$ cat src/rtl/mem_arb_pkg.sv
// Shared types for the memory port arbiter: FSM states, client index, read burst default.
package mem_arb_pkg;

   localparam int unsigned READ_BEATS_DEF = 4;

   typedef enum logic [1:0] {
      IDLE,
      WRITE_DATA,
      READ_RESP
   } state_t;

   typedef logic client_idx_t;

endpackage

$ cat src/rtl/mem_arb_select.sv
// Two-input winner selector: a lone requester wins; on a tie the pointed-to client wins.
module mem_arb_select
   import mem_arb_pkg::*;
(
   input  logic [1:0]  valid,
   input  client_idx_t ptr,
   output logic [1:0]  grant
);

   always_comb begin
      grant = valid;
      if (valid[0] && valid[1]) begin
         grant      = '0;
         grant[ptr] = 1'b1;
      end
   end

endmodule

$ cat src/rtl/mem_port_arbiter.sv
// Shares one memory port between icache (client 0) and dcache (client 1), one transaction per grant.
// Define ARB_ROUND_ROBIN_EN for alternating priority; otherwise client 0 wins every tie.
module mem_port_arbiter
   import mem_arb_pkg::*;
#(
   parameter int unsigned ADDR_W     = 28,
   parameter int unsigned DATA_W     = 128,
   parameter int unsigned TAG_W      = 5,
   parameter int unsigned READ_BEATS = READ_BEATS_DEF
) (
   input  logic                clk,
   input  logic                reset,

   input  logic                c0_req_valid,
   output logic                c0_req_ready,
   input  logic                c0_req_rw,
   input  logic [ADDR_W-1:0]   c0_req_addr,
   input  logic [TAG_W-1:0]    c0_req_tag,
   input  logic                c0_req_data_valid,
   output logic                c0_req_data_ready,
   input  logic [DATA_W-1:0]   c0_req_data_bits,
   input  logic [DATA_W/8-1:0] c0_req_data_mask,
   output logic                c0_resp_valid,
   output logic [DATA_W-1:0]   c0_resp_data,
   output logic [TAG_W-1:0]    c0_resp_tag,

   input  logic                c1_req_valid,
   output logic                c1_req_ready,
   input  logic                c1_req_rw,
   input  logic [ADDR_W-1:0]   c1_req_addr,
   input  logic [TAG_W-1:0]    c1_req_tag,
   input  logic                c1_req_data_valid,
   output logic                c1_req_data_ready,
   input  logic [DATA_W-1:0]   c1_req_data_bits,
   input  logic [DATA_W/8-1:0] c1_req_data_mask,
   output logic                c1_resp_valid,
   output logic [DATA_W-1:0]   c1_resp_data,
   output logic [TAG_W-1:0]    c1_resp_tag,

   output logic                mem_req_valid,
   input  logic                mem_req_ready,
   output logic                mem_req_rw,
   output logic [ADDR_W-1:0]   mem_req_addr,
   output logic [TAG_W-1:0]    mem_req_tag,
   output logic                mem_req_data_valid,
   input  logic                mem_req_data_ready,
   output logic [DATA_W-1:0]   mem_req_data_bits,
   output logic [DATA_W/8-1:0] mem_req_data_mask,
   input  logic                mem_resp_valid,
   input  logic [DATA_W-1:0]   mem_resp_data,
   input  logic [TAG_W-1:0]    mem_resp_tag
);

   localparam int unsigned CNT_W = (READ_BEATS > 1) ? $clog2(READ_BEATS) : 1;
   localparam logic [CNT_W-1:0] LAST_BEAT = CNT_W'(READ_BEATS - 1);

   state_t           state, state_nxt;
   client_idx_t      owner, owner_nxt;
   logic [CNT_W-1:0] beat_cnt, beat_cnt_nxt;
   client_idx_t      ptr;
   logic [1:0]       grant;
   client_idx_t      win;
   logic             req_hs, data_hs, last_beat;

   mem_arb_select u_select (
      .valid (                       {c1_req_valid, c0_req_valid}),
      .ptr   (ptr),
      .grant (grant)
   );

   assign win = grant[1];

   // Request fields follow the winner; only the valid/ready pair is state-gated.
   assign mem_req_rw   = win ? c1_req_rw   : c0_req_rw;
   assign mem_req_addr = win ? c1_req_addr : c0_req_addr;
   assign mem_req_tag  = win ? c1_req_tag  : c0_req_tag;
   assign mem_req_data_bits = owner ? c1_req_data_bits : c0_req_data_bits;
   assign mem_req_data_mask = owner ? c1_req_data_mask : c0_req_data_mask;

   assign req_hs    = (state == IDLE) && (|grant) && mem_req_ready;
   assign data_hs   = (state == WRITE_DATA) && mem_req_data_valid && mem_req_data_ready;
   assign last_beat = (state == READ_RESP) && mem_resp_valid && (beat_cnt == LAST_BEAT);

   assign c0_resp_valid = mem_resp_valid && (state == READ_RESP) && (owner == 1'b0);
   assign c1_resp_valid = mem_resp_valid && (state == READ_RESP) && (owner == 1'b1);
   assign c0_resp_data  = mem_resp_data;
   assign c1_resp_data  = mem_resp_data;
   assign c0_resp_tag   = mem_resp_tag;
   assign c1_resp_tag   = mem_resp_tag;

   always_comb begin
      state_nxt          = state;
      owner_nxt          = owner;
      beat_cnt_nxt       = beat_cnt;
      mem_req_valid      = 1'b0;
      c0_req_ready       = 1'b0;
      c1_req_ready       = 1'b0;
      mem_req_data_valid = 1'b0;
      c0_req_data_ready  = 1'b0;
      c1_req_data_ready  = 1'b0;
      case (state)
         IDLE: begin
            mem_req_valid = |grant;
            c0_req_ready  = grant[0] && mem_req_ready;
            c1_req_ready  = grant[1] && mem_req_ready;
            if (req_hs) begin
               owner_nxt    = win;
               beat_cnt_nxt = '0;
               state_nxt    = mem_req_rw ? WRITE_DATA : READ_RESP;
            end
         end
         WRITE_DATA: begin
            mem_req_data_valid = owner ? c1_req_data_valid : c0_req_data_valid;
            c0_req_data_ready  = (owner == 1'b0) && mem_req_data_ready;
            c1_req_data_ready  = (owner == 1'b1) && mem_req_data_ready;
            if (data_hs)
               state_nxt = IDLE;
         end
         READ_RESP: begin
            if (mem_resp_valid)
               beat_cnt_nxt = beat_cnt + 1'b1;
            if (last_beat)
               state_nxt = IDLE;
         end
         default: state_nxt = IDLE;
      endcase
   end

   always_ff @(posedge clk) begin
      if (reset) begin
         state    <= IDLE;
         owner    <= 1'b0;
         beat_cnt <= '0;
      end else begin
         state    <= state_nxt;
         owner    <= owner_nxt;
         beat_cnt <= beat_cnt_nxt;
      end
   end

`ifdef ARB_ROUND_ROBIN_EN
   always_ff @(posedge clk) begin
      if (reset)
         ptr <= 1'b0;
      else if (data_hs || last_beat)
         ptr <= ~owner;
   end
`else
   assign ptr = 1'b0;
`endif

endmodule

$ cat config.mk
export PLATFORM = sky130hd
export DESIGN_NAME = mem_port_arbiter
export DESIGN_NICKNAME = d
export VERILOG_FILES = /design/src/rtl/mem_arb_pkg.sv /design/src/rtl/mem_arb_select.sv /design/src/rtl/mem_port_arbiter.sv
export SDC_FILE = /design/constraint.sdc
export NUM_CORES = 1
export LEC_CHECK = 0
export CORE_AREA = 2 2 368 370
export CTS_CLUSTER_SIZE = 14
export DETAILED_ROUTE_END_ITERATION = 6
export DIE_AREA = 0 0 370 372
export HOLD_SLACK_MARGIN = 0.05
export PLACE_DENSITY = 0.31
export SYNTH_ARGS = -nofsm -noshare
export SYNTH_HDL_FRONTEND = slang
export SYNTH_HIERARCHICAL = 1
export SYNTH_SLANG_ARGS = --single-unit
$ cat constraint.sdc
create_clock -name clk -period 1.7 [get_ports clk]
set_input_delay 0.34 -clock clk [delete_from_list [all_inputs] [get_ports clk]]
set_output_delay 0.34 -clock clk [all_outputs]
set_load 0.01 [all_outputs]
== Word-level counts from Yosys, hierarchy flattened ==
Cells that the tools add are included.

* Logic and storage cells: 52
* Output and inout port bits: 452
* Input port bits: 498
* Register bits: 5

* $add $sub $neg: 1
* Multiplexer cells: 21
* Eq/ne operators: 7
* Bitwise operators: 1
* Reduce and logical (&&, ||, !) cells: 19

{| class="wikitable"
|+ Operators by type and width
! kind !! number
|-
| 128-bit 2-to-1 mux || 1
|-
| 28-bit 2-to-1 mux || 1
|-
| 16-bit 2-to-1 mux || 1
|-
| 2-bit 2-to-1 mux || 7
|-
| 1-bit logical AND || 13
|-
| 1-bit 2-to-1 mux || 8
|-
| 2-bit != test, second input constant || 4
|-
| 2-bit one-hot mux with 3 select lines || 1
|-
| 3-bit AND reduction || 2
|-
| 5-bit 2-to-1 mux || 1
|-
| 2-bit == test, second input constant || 2
|-
| 2-bit one-hot mux with 2 select lines || 1
|-
| 2-bit by 1-bit adder with 2-bit output, second input constant || 1
|-
| 2-bit by 1-bit == test with 1-bit output, second input constant || 1
|-
| 2-bit logical NOT || 1
|-
| 2-bit AND reduction || 1
|-
| 2-bit nonzero test || 1
|-
| 2-bit OR reduction || 1
|-
| 1-bit inverter || 1
|}

== Longest topological paths before layout ==
Gate-level depths: netlist of the first run.

* Depth in word-level cells: 7
* Mapped depth: 6
* Gate-level depth less buffers: 5

== By module ==
The synthesis of the first run kept the hierarchy.

{| class="wikitable"
|+ Modules (own cells, without submodules)
! module !! area an instance (um^2) !! instances !! cells each !! sequential area each (um^2)
|-
| mem_port_arbiter || 4519.3 || 1 || 505 || 100.1
|-
| mem_arb_select || 18.8 || 1 || 3 || 0.0
|}

== Worst setup path before layout of the first run ==
Ideal clock, no wire load.

* Kind: input-to-output
* Start: input c1_req_valid
* End: output mem_req_addr[10]
* Slack: 129 ps
* Required time: 1360 ps
* Path buffers: 2
* Stages: 4
* Data arrival time: 1231 ps
* Path through: a21boi_1 -> buf_4 -> buf_4 -> mux2_2

* Longest elaborated chain between the ends: 3

{| class="wikitable"
|+ Ends and longest elaborated chain
! element !! line !! text
|-
| from (decl) || mem_port_arbiter.sv:27 || <nowiki>input logic c1_req_valid,</nowiki>
|-
| 1-bit logical AND || mem_arb_select.sv:12 || <nowiki>if (valid[0] && valid[1]) begin</nowiki>
|-
| 2-bit 2-to-1 mux * || mem_arb_select.sv:12 ||
|-
| 28-bit 2-to-1 mux * || mem_port_arbiter.sv:75 || <nowiki>assign mem_req_addr = win ? c1_req_addr : c0_req_addr;</nowiki>
|-
| to (decl) || mem_port_arbiter.sv:43 || <nowiki>output logic [ADDR_W-1:0] mem_req_addr,</nowiki>
|}

Mark *: on every way between the ends. The rest lies on a longest branch, timed or not.

== Worst setup path after layout of the first run ==
* Start: register owner
* End: output mem_req_data_bits[125]

* Longest elaborated chain between the ends: 1

{| class="wikitable"
|+ Ends and longest elaborated chain
! element !! line !! text
|-
| from (decl) || mem_port_arbiter.sv:58 || <nowiki>client_idx_t owner, owner_nxt;</nowiki>
|-
| from (signal assigned) || mem_port_arbiter.sv:136 || <nowiki>owner <= owner_nxt;</nowiki>
|-
| 128-bit 2-to-1 mux || mem_port_arbiter.sv:77 || <nowiki>assign mem_req_data_bits = owner ? c1_req_data_bits : c0_req_data_bits;</nowiki>
|-
| to (decl) || mem_port_arbiter.sv:47 || <nowiki>output logic [DATA_W-1:0] mem_req_data_bits,</nowiki>
|}

Every way passes these cells.

==> results of run 1 <==
[routing by layer]
layer	vias to the layer above	global-route usage	part of all wire
li1	2218	-	-
met1	2444	0.09961	0.38
met2	707	0.1357	0.42
met3	75	0.06996	0.17
met4	18	0.01173	0.022
met5	-	0.008392	0.0053
[Yosys cell counts (2+ instances only)]
library cell  number
buf_4            274
mux2_2           178
buf_6             11
dfxtp_1            5
nor2_1             5
and3_1             3
nor2b_1            3
o21a_1             3
a21boi_1           2
buf_2              2
mux2i_1            2
nand2_1            2
nand3b_1           2
o21ai_0            2
[worst min-delay path by stage]
stage / start / to / slack (ps) / cells past startpoint
floorplan: reset / beat_cnt[0] / 410 / 1
finish: beat_cnt[0] / beat_cnt[0] / 560 / 2
global placement: beat_cnt[0] / beat_cnt[0] / 530 / 2
CTS: beat_cnt[0] / beat_cnt[0] / 550 / 2
detailed placement: beat_cnt[0] / beat_cnt[0] / 530 / 2
global route: beat_cnt[0] / beat_cnt[0] / 580 / 2
[flip-flops by register name, summed over array words and instances (netlist names)]
name,count
state,2
owner,1
beat_cnt,2
[cell usage in the layout (no fill, tap or decap), types with 2 or more instances in the layout]
master           netlist  routed
buf_6                 11     191
and3_4                 0       2
o21ai_0                2       2
buf_16                 0       4
nor2b_1                3       2
nand3b_1               2       2
buf_8                  0      24
buf_12                 0      34
mux2_2               178      13
nand2_1                2       2
buf_2                  2       2
conb_1                 1       2
buf_4                274      32
clkbuf_2               1       7
clkbuf_16              0       9
dfxtp_1                5       4
nor2_1                 5       3
mux2_4                 0     165
clkdlybuf4s50_1        0     362
o21a_1                 3       2
diode_2                0       9
[power groups by stage]
stage | Combinational [mW] | Sequential (mW) | Clock [mW]
detailed placement | 3.33 | 0.138 | 0
floorplan | 1.52 | 0.129 | 0
global placement | 3.34 | 0.138 | 0
global route | 4.46 | 0.138 | 0.404
finish | 4.22 | 0.137 | 0.394
CTS | 4.01 | 0.139 | 0.395
[logic make-up after synthesis]
family                   synth area share
adder cells (fa/ha/maj)          0.002757
buffers and inverters              0.4855
multiplexers                       0.4461
AO/OA/AOI/OAI                     0.01820
other                           0.0008263
flip-flops                        0.02206
AND/OR/NAND/NOR                   0.02454
[cell type report]
type | instances | share of cell area
timing repair buffer | 662 | 0.5789
multi-input combinational | 214 | 0.2290
tap | 1781 | 0.1752
sequential | 5 | 0.008167
clock buffer | 4 | 0.006199
antenna | 9 | 0.001771
inverter | 2 | 0.0007872
[worst register-to-register path: stages (launching register included)]
cell	delay [ps]
dfxtp_4	360
buf_12	150
buf_4	140
buf_6	120
buf_8	130
mux2i_4	180
buf_4	140
buf_4	130
nor2_1	110
nor4_1	50
[stage by stage]
stage | util | total power, mW | cell area (um^2) | hold WS [ps] | setup slack, ps
5_1_grt | 0.09462 | 5.005 | 12710 | 582.6 | -422.5
3_5_place_dp | 0.07706 | 3.473 | 10350 | 530.9 | -742.3
3_3_place_gp | 0.07706 | 3.475 | 10350 | 525.2 | -722.7
2_1_floorplan | - | 1.647 | 4542 | 409.4 | 128.5
4_1_cts | 0.08841 | 4.541 | 11870 | 554.9 | -476.4
6_report | 0.09469 | 4.752 | 12720 | 555.9 | -377.6
[timing repair]
action	4_1_cts	5_1_grt
endpoints found under the setup margin	187	185
endpoints found under the hold margin	0	0
pin swaps	4	1
buffers inserted	46	33
gates cloned	6	7
resized for setup	632	226
==> impl_metrics.json, run 1 <==
{
  "dp_cells": 2586,
  "clock_path_buffers": 2,
  "crit_buf_inv": 6,
  "crit_path_start": "owner",
  "fin_setup_tns_ps": -43480,
  "max-vdd-ir-drop_mv": 0.2309,
  "p_leak_nw": 4.791,
  "cp_max_fo": 6,
  "synth_top_cell_area_share": 0.4533,
  "grt_pass1_vias": 5891,
  "vias_per_cell": 2.040,
  "combPwrFrac": 0.888,
  "grt_start_max_net_pins": 19,
  "worstPathCellList": "buf_12 > buf_4 > buf_6 > buf_6 > buf_6 > mux2_4 > buf_8",
  "dieArea_mm2": 0.1376,
  "io_pins": 950,
  "gp_congestion": 0.8186,
  "cts_root_buffer": "clkbuf_16",
  "rr_endpoint": "state[0]",
  "cts_num_sinks": 5,
  "period_share": 1.222,
  "seq_area_um2": 103.9,
  "nFillCells": 15573,
  "die_w_um": 370,
  "max_freq_mhz": 481.3,
  "seq_power_share": 0.029,
  "synth_top_cells_by_area": "buf_4 45%, mux2_2 44%, buf_6 2.7%",
  "yosysWarnings": 6,
  "clkPwrFrac": 0.083,
  "async_flop_share": 0,
  "dpl.hpwl_mm": 59.59,
  "fin_crit_ps": 2078,
  "yosysUniqueCellTypes": 28,
  "clkLatencyLatePin_ps": 230,
  "rsz0062_at_grt": "true",
  "startpoint_type": "flop",
  "vias": 5462,
  "seq_area_frac_synth": 0.02206,
  "p_sw_mw": 1.750,
  "reg2reg_depth": 9,
  "grt_overflow_total": 0,
  "fin_nets": 1387,
  "wl_mm": 67.19,
  "holdCritPathClass": "reg -> reg",
  "die_h_um": 372,
  "cp_slowest_cell": "dfxtp_4",
  "grt_first_pass_wirelength_mm": 76.47,
  "hold_buffers": 0,
  "antenna_found_initial": 26,
  "critPathRequiredTime_ps": 1360,
  "drive_gt1_frac": 0.5547,
  "setup_viol": 171,
  "antenna_left": 0,
  "syn_area_per_cell_um2": 8.933,
  "cts.htree.levels": 1,
  "crit_path_max_incr_delay_ps": 360,
  "io_buffers": 550,
  "ys_ff_latch": 5,
  "layoutNonFillerInstCount": 2677,
  "synth_top_cell_by_area": "buf_4",
  "ys.flop_type": "dfxtp_1",
  "crit_type": "reg -> out",
  "fin_ws_ps": -377.6,
  "path_delay_family": "buffers and inverters",
  "synthesis.instances": 508,
  "p_int_mw": 3.002,
  "finalClockSkew_ps": 0.4870,
  "r2r_slack_ps": 50,
  "syn_area_mm2": 0.004538,
  "drt_iter0_drc": 172,
  "design.core.area_mm2": 0.1343,
  "grtUsageTotal": 0.08949,
  "maxCapViolCount": 0,
  "violations": "negative setup slack",
  "numCtsBuffers": 3,
  "tritoncts": "done",
  "cts.clk_slew.worst_paths_ps": 30,
  "cp_data_arrival_time_ps": 1740,
  "finalMaxSlewViolations": 0,
  "status": "finished with violations",
  "crit_path_end_kind": "output port",
  "firstDrtPassIters": 4,
  "path_depth": 7,
  "drc": 0,
  "multi_input_comb_area_mm2": 0.002912,
  "p_sw_frac": 0.3682,
  "start_util": 0.03379,
  "synth_edf_count": 0,
  "row_count": 135,
  "powerDensity_mw_per_mm2": 373.7,
  "avgRoutedWirePerCell_um": 25.10,
  "syn_to_final_growth_pct": 180.2,
  "endpoint": "mem_req_data_bits[125]",
  "finalHoldViolations": 0,
  "cp_common_cell": "buf_6",
  "timing.rr.start": "owner"
}
No activity file was read; power rests on OpenSTA's default activity.
==> run 2, diff against run 1 <==
Settings changed: HOLD_SLACK_MARGIN 0.05 to unset.
==> results of run 2 <==
No change in the layout: final DEF, timing and power equal those of run 1.
